<file path="src/rtl/demux_pkg.sv">
// Shared constants and slot state type for the registered 1-to-8 demultiplexer.
package demux_pkg;

    localparam int NUM_CH    = 8;
    localparam int SEL_WIDTH = 3;
    localparam int CNT_WIDTH = 16;

    typedef enum logic {
        EMPTY = 1'b0,
        FULL  = 1'b1
    } slot_state_t;

endpackage

</file>
<file path="src/rtl/demux_slot.sv">
// One-entry holding slot for a single demux channel: load, drain and flush control.
// Optional per-slot accepted-word counter when DEMUX8_COUNT_EN is defined.
module demux_slot
    import demux_pkg::*;
#(
    parameter int DATA_WIDTH = 32
) (
    input  logic                  clk,
    input  logic                  rst_n,
    input  logic                  i_flush,
    input  logic                  i_load,
    input  logic                  i_drain,
    input  logic [DATA_WIDTH-1:0] i_data,
    output logic                  o_valid,
    output logic [DATA_WIDTH-1:0] o_data
`ifdef DEMUX8_COUNT_EN
    ,
    output logic [CNT_WIDTH-1:0]  o_count
`endif
);

    slot_state_t           r_state;
    slot_state_t           w_state_next;
    logic [DATA_WIDTH-1:0] r_data;
    logic                  w_load;

    // Flush wins over a load; the top already blocks accepts during flush.
    assign w_load = i_load && !i_flush;

    always_ff @(posedge clk or negedge rst_n) begin
        if (!rst_n) begin
            r_state <= EMPTY;
        end else begin
            r_state <= w_state_next;
        end
    end

    always_comb begin
        w_state_next = r_state;
        if (i_flush) begin
            w_state_next = EMPTY;
        end else if (w_load) begin
            w_state_next = FULL;
        end else if (i_drain) begin
            w_state_next = EMPTY;
        end
    end

    always_ff @(posedge clk or negedge rst_n) begin
        if (!rst_n) begin
            r_data <= '0;
        end else if (w_load) begin
            r_data <= i_data;
        end
    end

    assign o_valid = (r_state == FULL);
    assign o_data  = r_data;

`ifdef DEMUX8_COUNT_EN
    logic [CNT_WIDTH-1:0] r_count;

    // Counts survive flush; only reset clears them.
    always_ff @(posedge clk or negedge rst_n) begin
        if (!rst_n) begin
            r_count <= '0;
        end else if (w_load) begin
            r_count <= r_count + 1'b1;
        end
    end

    assign o_count = r_count;
`endif

endmodule

</file>
<file path="src/rtl/demux8_reg.sv">
// Registered 1-to-8 demultiplexer with valid/ready handshakes and per-channel holding slots.
// Optional per-channel load counters on ch_count when DEMUX8_COUNT_EN is defined.
module demux8_reg
    import demux_pkg::*;
#(
    parameter int DATA_WIDTH = 32
) (
    input  logic                         clk,
    input  logic                         rst_n,
    input  logic                         flush,
    input  logic                         in_valid,
    output logic                         in_ready,
    input  logic [SEL_WIDTH-1:0]         in_select,
    input  logic [DATA_WIDTH-1:0]        in_data,
    output logic [NUM_CH-1:0]            out_valid,
    input  logic [NUM_CH-1:0]            out_ready,
    output logic [NUM_CH*DATA_WIDTH-1:0] out_data
`ifdef DEMUX8_COUNT_EN
    ,
    output logic [NUM_CH*CNT_WIDTH-1:0]  ch_count
`endif
);

    logic [NUM_CH-1:0] w_sel_onehot;
    logic [NUM_CH-1:0] w_load;
    logic [NUM_CH-1:0] w_drain;
    logic              w_accept;

    // Ready only looks at the selected channel, so a stalled consumer blocks nobody else.
    assign in_ready = !flush && (!out_valid[in_select] || out_ready[in_select]);
    assign w_accept = in_valid && in_ready;

    always_comb begin
        w_sel_onehot = '0;
        w_sel_onehot[in_select] = 1'b1;
    end

    assign w_load  = w_accept ? w_sel_onehot : '0;
    assign w_drain = out_valid & out_ready;

    genvar gi;
    generate
        for (gi = 0; gi < NUM_CH; gi++) begin : g_slot
            demux_slot #(
                .DATA_WIDTH (DATA_WIDTH)
            ) u_slot (
                .clk     (clk),
                .rst_n   (rst_n),
                .i_flush (flush),
                .i_load  (w_load[gi]),
                .i_drain (w_drain[gi]),
                .i_data  (in_data),
                .o_valid (out_valid[gi]),
                .o_data  (out_data[gi*DATA_WIDTH +: DATA_WIDTH])
`ifdef DEMUX8_COUNT_EN
                ,
                .o_count (ch_count[gi*CNT_WIDTH +: CNT_WIDTH])
`endif
            );
        end
    endgenerate

endmodule
</file>
<file path="config.mk">
export PLATFORM = sky130hd
export DESIGN_NAME = demux8_reg
export DESIGN_NICKNAME = d
export VERILOG_FILES = /design/src/rtl/demux_pkg.sv /design/src/rtl/demux_slot.sv /design/src/rtl/demux8_reg.sv
export SDC_FILE = /design/constraint.sdc
export NUM_CORES = 1
export LEC_CHECK = 0
export ABC_AREA = 0
export CAP_MARGIN = 20
export CORE_MARGIN = 1.5
export CORE_UTILIZATION = 43
export DETAILED_ROUTE_END_ITERATION = 10
export PLACE_DENSITY_LB_ADDON = 0.08
export SLEW_MARGIN = 20
export SYNTH_ARGS = -nofsm -noshare
export SYNTH_HDL_FRONTEND = slang
export SYNTH_SLANG_ARGS = --single-unit
export TNS_END_PERCENT = 50
</file>
<file path="constraint.sdc">
create_clock -name clk -period 3.2 [get_ports clk]
set_input_delay 0.48 -clock clk [delete_from_list [all_inputs] [get_ports clk]]
set_output_delay 0.48 -clock clk [all_outputs]
set_load 0.02 [all_outputs]
</file>
==> out/metrics.csv <==
metric,value,unit
Synth Area in Adders,0,%
endpoints failing setup,0,
FMAX,361.0,MHz
detailed placement HPWL,19440,um
final hold slack,0.4860,ns
mux cell area share after synthesis,30.68,%
Post-Syn Nets,648,
"FF+latch count, synth",264,
Tmin final,2.770,ns
number of clock sinks,264,
number of vias per cell,5.059,
# fillers,1819,
dpl ws,0.4305,ns
post-synthesis simple-gate area fraction,2.177,%
Worst-path clk slew,0.06,ns
Core Area,23680,um^2
final worst-path cycle share,86.58,%
maximum buffer depth of the clock tree,3,
"most used cell, CP",clkdlybuf4s50_1,
critical path class,in2out,
final hold vios,0,
DRT Wirelength,28250,um
setup tns final,0,ns
Least-Margin Pin Slew,0.6717,ns
Iter 0 DRT Violations,227,
setup ws final,0.4296,ns
via count,6400,
"most common cell after layout, fill and taps aside",clkdlybuf4s50_1,
crit-path cells,"clkdlybuf4s50_1, nor2b_1, a2111oi_0, o2bb2ai_1, clkdlybuf4s50_1",
maxcap violations,0,
# port buffers,311,
Clock Tree Root,clkbuf_16,
critical path endpoint category,output pin,
post-synthesis cell type count,30,
initial antenna violation count,0,
PD cells,778.7,nW/um^2
wire per inst,22.33,um
P&R area growth vs syn,42.03,%
CP max stage delay,0.63,ns
Critical Path AT,2.29,ns
clk_lat worst skew,0.54,ns
CP max-delay cell,clkdlybuf4s50_1,
RSZ-0062 raised after global routing,no,
Chip Width,159.0,um
drt pass-1 iters,4,
Worst Path Required,2.72,ns
maximum fanout along the worst path,3,
postcts setup bufs,0,
most frequent cells in the layout,"clkdlybuf4s50_1 (310), dfrtp_1 (264), mux2_2 (140)",
Post-CTS Hold Fix Bufs,1,
Post-Syn Instances,601,
Site Rows,56,
largest family of logic cells by synthesized area,multiplexers,
multi-input logic area,3530,um^2
clk_skew,0.01556,ns
post-synthesis compound-gate area fraction,0.8493,%
Final GP Congestion,0.8569,
Die ar.,25270,um^2
worst hold path class,reg2reg,
global-route wire length before repair,43970,um
post-CTS sizing,0,
fin. max-slew vios,0,
CTS tree,built,
boundary pin count,312,
total power,11.57,mW
Avg Inst Size Synth,17.40,um^2
CTS HTree Levels,1,
Nets,972,
Post-Syn Area,10460,um^2
layout cells sized above 1,31.61,%
status,finished clean,
die height,159.0,um
Detail Route Antenna Nets,0,
overall routing resource usage,22.47,%
Startpoint Class,primary input,
Reg area,6606,um^2
drt drc,0,
fin cells,1265,
Starting Density,44.17,%
post-synthesis sequential area ratio,63.16,%
vias in the first global route,7099,
largest net degree at the start of global routing,82,
synth warn,0,
Max IR drop VDD,0.4920,mV
Leak,6.492,nW
CTS Buf Count,30,
DP Cell Count,1211,
worst rel slew slack,55.22,%
xor/xnor share of the synthesized area,0,%
GRT overflow,0,
diode count,0,
## per-layer routing
layer | global-route usage [%] | up-vias | share of wire [%] | wire length [um]
met3 | 6.304 | 39 | 7.0 | 1990
met2 | 37.24 | 227 | 48 | 13580
met1 | 29.27 | 3366 | 43 | 12080
li1 | - | 2768 | - | -
met4 | 5.575 | 0 | 2.1 | 603
met5 | 0 | - | 0 | 0
## final timing paths
path                                            start                           to  slack, ns  cells past startpoint
max                                      in_select[0]                     in_ready       0.43                      5
min                        g_slot[3].u_slot.o_data[8]   g_slot[3].u_slot.o_data[8]       0.49                      1
max reg2reg                  g_slot[7].u_slot.o_valid  g_slot[7].u_slot.o_data[22]       1.47                      4
min reg2reg                g_slot[3].u_slot.o_data[8]   g_slot[3].u_slot.o_data[8]       0.49                      1
max in group asynchronous                       rst_n  g_slot[4].u_slot.o_data[12]       1.79                      3
min in group asynchronous                       rst_n  g_slot[2].u_slot.o_data[18]       0.51                      2
## registers in the layout, summed over array words and instances (netlist names)
signal,flops
g_slot.u_slot.o_data,256
g_slot.u_slot.o_valid,8
## synthesized netlist by cell type
cell	n	area, um^2
nand3_2	4	40.04
o31ai_1	1	7.510
o21ai_0	5	25.02
and3_1	2	12.51
mux2_2	140	1577
nor4b_1	1	8.760
inv_1	1	3.750
o311ai_0	1	8.760
and3b_4	1	12.51
dfrtp_1	264	6606
o2bb2ai_1	1	8.760
clkbuf_1	1	3.750
and4_4	1	11.26
nand2b_1	8	50.05
and4_1	1	8.760
and3b_1	1	8.760
nor2_1	1	3.750
o21bai_1	4	30.03
buf_4	10	75.07
buf_6	12	135.1
nor3b_4	1	18.77
mux2_1	29	326.6
buf_2	13	65.06
nor2b_1	4	25.02
nand4b_1	1	8.760
buf_8	3	45.04
nand4bb_1	1	11.26
mux2_4	87	1306
nor3b_1	1	7.510
a2111oi_0	1	8.760
## critical path, delay by kind of cell
kind | cells | cell delay, ns
buffers and inverters | 2 | 1.08
AO/OA/AOI/OAI | 2 | 0.55
AND/OR/NAND/NOR | 1 | 0.18
## layout make-up
| type | instances | area share (%) |
|---|---|---|
| Multi-Input combinational cell | 297 | 23.76 |
| Clock buffer | 47 | 5.963 |
| Clock inverter | 6 | 0.4127 |
| Inverter | 1 | 0.02527 |
| Tap cell | 319 | 2.687 |
| Timing Repair Buffer | 331 | 22.69 |
| Sequential cell | 264 | 44.47 |
## where the power goes
part,internal (mW),switching (mW),total (mW)
combinational,2.00,1.75,3.75
sequential,4.10,0.429,4.53
clock,1.97,1.32,3.29
total,8.07,3.50,11.6
## logic make-up (layout without fill, tap and decap cells)
logic type | Yosys count | after routing
DFF | 264 | 264
AOI/OAI and AO/OA | 13 | 13
muxes | 256 | 256
and+or+nand+nor | 28 | 28
buffers and inverters | 40 | 385
## metrics by stage
stage,area [um^2],utilization (%)
after floorplan,10460,-
after global placement,13900,58.69
after detailed placement,13900,58.69
after CTS,14860,62.73
after global routing,14860,62.73
final,14860,62.73
(Power assumes the default switching activity.)
==> edit 1 (config.mk and constraints unchanged) <==
Add a define of `DEMUX8_COUNT_EN`.
--- a/src/rtl/demux_slot.sv
+++ b/src/rtl/demux_slot.sv
@@ -1,5 +1,7 @@
 // One-entry holding slot for a single demux channel: load, drain and flush control.
 // Optional per-slot accepted-word counter when DEMUX8_COUNT_EN is defined.
+`define DEMUX8_COUNT_EN
+
 module demux_slot
     import demux_pkg::*;
 #(
Behaviour (old outputs only; new: ch_count): unchanged (equiv_simple and equiv_induct, registers matched by name and starting in step).
==> edit 1 against the unedited design <==
Critical path depth grew 2. Highest routed layer unchanged. Count of clock-buffer cells in the layout grew 15. Routed wire length grew 66%. Design area grew 54%. Core utilization shrank 0.41 points. Total power grew 39%. Maximum frequency shrank 9.4%. Sequential cell count grew 128. Via count grew 79%. Non-clock buffer count grew 166. Worst setup slack lost 290 ps. Area after synthesis grew 53%. Combinational power grew 23%.
==> edit 1: results (changes against the unedited design) <==
** Worst hold path
- The worst hold path terminates at g_slot[3].u_slot.o_count[15].
- The startpoint identified for the worst hold timing path is g_slot[3].u_slot.o_count[15].

** Drt
- The overall routed net length is 46.9 mm (+66%).
- Initial DRC count :: 504 (+120%)
- The met2 wire length came to 22.7 mm (+67%).
- The routed length per instance came to 21.4 um (-4.3%).
- The wire length the detailed router placed on met1 came to 18.9 mm (+57%).

** Synthesis
- The multiplexer share of the synthesized area is 0.166 (-0.141).
- Part of the Yosys area used for sequential elements :: 0.614 (-0.0178)
- The synthesized area per cell is 13.1 um2 (-25%).
- Netlist cell types :: 45 (+50%)
- Sorting the synthesized cells by area gives the leading types as dfrtp_1 61%, mux2_2 16%, xnor2_1 4.1%, nand2_1 3.3%, xor2_1 2.5%.

** Setup path
- Maximum fanout along the worst path :: 7 (+4)
- The number of cells on the worst reg-to-reg path came to 6 (+2).
- The worst register-to-register path ends at g_slot[4].u_slot.o_data[10].

** GRT
- The total track usage came to 0.246 (+0.0211).
- The met3 track utilization from global routing is 0.0825 (+0.0195).
- Met2 track demand over resource :: 0.407 (+0.0345)

** Power and ir drop
- The largest voltage drop on the vdd net is 0.521 mV (+5.8%).

** Timing
- Worst Slack Setup Final :: 144 ps (-286 ps)

** Layout
- Nets :: 1752 (+80%)
- The fraction of layout instances using a drive strength above 1 was 0.217 (-0.0989).

** Clocking
- The number of levels in the clock H-tree was 2 (+1).

** Run status
- The run finished with clean final reports.

** Placement
- Placed wire-length estimate :: 33.0 mm (+70%)
- The area of placed instances is 21400 um2 (+54%).
[edit 1: final cells by class]
type                            count  area [um2]
Tap cell                          468         586
Inverter                            9        33.8
Clock inverter                     14         163
Clock buffer                       62        1260
Timing Repair Buffer              497        5070
Sequential cell                   392        9810
Multi-Input combinational cell    753        5890
Fill cell                        2942       13800
[edit 1: where the power goes]
group          switching (mW)  internal, mW  leakage, nW
registers               0.591          5.87         5.00
logic                    2.34          2.28         4.42
clock network            2.01          2.97        0.703
total                    4.94          11.1         10.1
[edit 1: kinds of logic (layout without fill, tap and decap cells)]
group | after synthesis | after routing
AO/OA/AOI/OAI | 17 | 17
XOR/XNOR | 120 | 120
adder cells (fa/ha/maj) | 8 | 8
buffers and inverters | 72 | 582
flip-flops | 392 | 392
multiplexers | 236 | 236
AND/OR/NAND/NOR | 372 | 372
[edit 1: what timing repair did]
action	4_1_cts	5_1_grt
hold endpoints to repair	67	0
resized for setup	2	0
hold buffers	1	0
setup buffers	0	0
setup endpoints to repair	1	0
==> edit 2 (same settings) <==
Made on the original files. `SEL_WIDTH`: 3 -> 4.
--- a/src/rtl/demux_pkg.sv
+++ b/src/rtl/demux_pkg.sv
@@ -2,7 +2,7 @@
 package demux_pkg;
 
     localparam int NUM_CH    = 8;
-    localparam int SEL_WIDTH = 3;
+    localparam int SEL_WIDTH = 4;
     localparam int CNT_WIDTH = 16;
 
     typedef enum logic {
Interface: changed (resized in_select); port bits go from 312 to 313. The function was not compared with the original's and may differ.
==> edit 2 against the unedited design <==
The run now ends with negative hold slack left. Area after synthesis decreased by 3.7%. Worst setup slack worse by 220 ps. Clock skew shrank 4.4 ps. Die area down 3.6%. Total power decreased by 9.5%. Maximum frequency fell by 7.4%. Final cell count fell by 0.79%. Design area down 2.6%. Routed wire length shrank 4.7%. Sequential cell count is the same. Global-route usage fell by 0.060 points. Critical path type unchanged. Largest cell class unchanged. Largest power group unchanged. Highest routed layer unchanged.
==> edit 2: results (changes against the unedited design) <==
** Synthesis
- After synthesis, the most frequently instantiated cells are 264 x dfrtp_1, 218 x mux2_2, 29 x mux2_1.
- Post-Syn Nets :: 642 (-0.93%)
- The register area share after synthesis came to 0.656 (+0.0243).
- Multiplexer share of the synthesized area :: 0.292 (-0.0150)
- The complex-gate fraction of the synthesized area came to 0.00671 (-0.00178).
- Biggest area contributors in the synthesized netlist :: dfrtp_1 66%, mux2_2 24%, mux2_1 3.2%, mux2_4 1.3%, buf_4 0.89%
- Fraction of the mapped netlist area in adder cells :: 0 (unchanged)
- The gate count after technology mapping came to 594 (-1.2%).
- Netlist cell types :: 29 (-3.3%)

** Setup path
- In this run the critical register-to-register path is captured at g_slot[0].u_slot.o_data[29].
- The number of cells on the worst reg-to-reg path came to 5 (+1).
- Arrival time worst endpoint :: 2510 ps (+220 ps)
- In this run the critical register-to-register path is launched from g_slot[1].u_slot.o_valid.
- CP max stage delay :: 670 ps (+40 ps)
- Maximum fanout along the worst path :: 6 (+3)

** Layout
- Logic inverters :: 2 (+1)
- Area fraction of clock buffers and clock inverters :: 0.0624 (-0.00134)
- Number of multi-input combinational cells in the layout :: 292 (-1.7%)
- The number of clock buffer instances in the layout came to 42 (-11%).
- Data buffer area share :: 0.231 (+0.00410)
- Multi-input logic portion of the cell area :: 0.223 (-0.0150)
- The final net count is 971 (-0.10%).
- The buffer count excluding the clock tree in the final layout came to 334 (+0.91%).
- Fraction of final layout cells sized beyond drive strength 1 :: 0.324 (+0.00771)

** Clocking
- The number of gates resized after cts is 0 (unchanged).

** Run status
- Failing checks :: negative hold slack
- The flow ran to the end, but the final reports show violations.

** GRT
- Maximum number of pins on one net before global-route repair :: 96 (+17%)
- Total GRT Usage :: 0.224 (-0.000601)
- Fraction of met1 tracks used by global routing :: 0.271 (-0.0213)
- The met3 track utilization from global routing was 0.0706 (+0.00752).
- Met2 track demand over resource :: 0.381 (+0.00833)

** Timing
- Max Clock Skew :: 11.1 ps (-4.44 ps)
- Worst Hold Margin :: -28.8 ps (-515 ps)
- The worst-margin pin slew is 727 ps (+55.0 ps).
- Hold violation count in the final report :: 26 (+26)

** Drt
- The detailed route wirelength on metal3 is 2.36 mm (+18%).
- The count of routing violations after the opening detailed-route iteration is 174 (-23%).
- Via-per-instance ratio :: 5.05 (-0.10%)
- The wire length the detailed router placed on met1 is 10.7 mm (-12%).
- The overall routed net length was 26.9 mm (-4.7%).
- The detailed-route via count was 6343 (-0.89%).

** Power and ir drop
- Pleak :: 6.55 nW (+0.84%)
- Portion of total power attributed to the clock network :: 0.299 (+0.015)
- Maximum vdd ir drop :: 0.515 mV (+4.8%)
- The net switching power of the design was 3.06 mW (-13%).

** Placement
- The half-perimeter wire length after placement was 18.7 mm (-3.9%).
- Post-Place Cells :: 1205 (-0.50%)
- The global placer's final weighted congestion is 0.755 (-12%).
- The quantity of I/O buffers inserted on ports is 312 (+0.32%).

** Worst hold path
- Worst min-delay path class :: in2async
[edit 2: how the worst min path moves through the flow]
stage	depth (start not counted)	slack (ps)	end
after floorplan	0	180	g_slot[0].u_slot.o_data[0]
after global placement	1	470	g_slot[0].u_slot.o_data[3]
after detailed placement	1	480	g_slot[0].u_slot.o_data[18]
after CTS	1	4	g_slot[3].u_slot.o_data[24]
after global routing	1	30	g_slot[3].u_slot.o_data[24]
final	1	-30	g_slot[1].u_slot.o_data[24]
[edit 2: through the flow]
step            util  hold WS [ps]  setup slack, ps  total power, mW  instance area, um2
2_1_floorplan      -           184             1130             5.69               10100
3_3_place_gp   0.596           468              251             7.32               13600
3_5_place_dp   0.596           476              207             7.41               13600
4_1_cts        0.635          4.08              200             10.6               14500
5_1_grt        0.635          27.3              132             10.9               14500
6_report       0.635         -28.8              207             10.5               14500
[edit 2: worst register-to-register path: stages (launching register included)]
cell and delay (ps):
dfrtp_1 400, and3b_1 180, a211oi_2 280, and3_2 250, buf_4 320, mux2_1 390
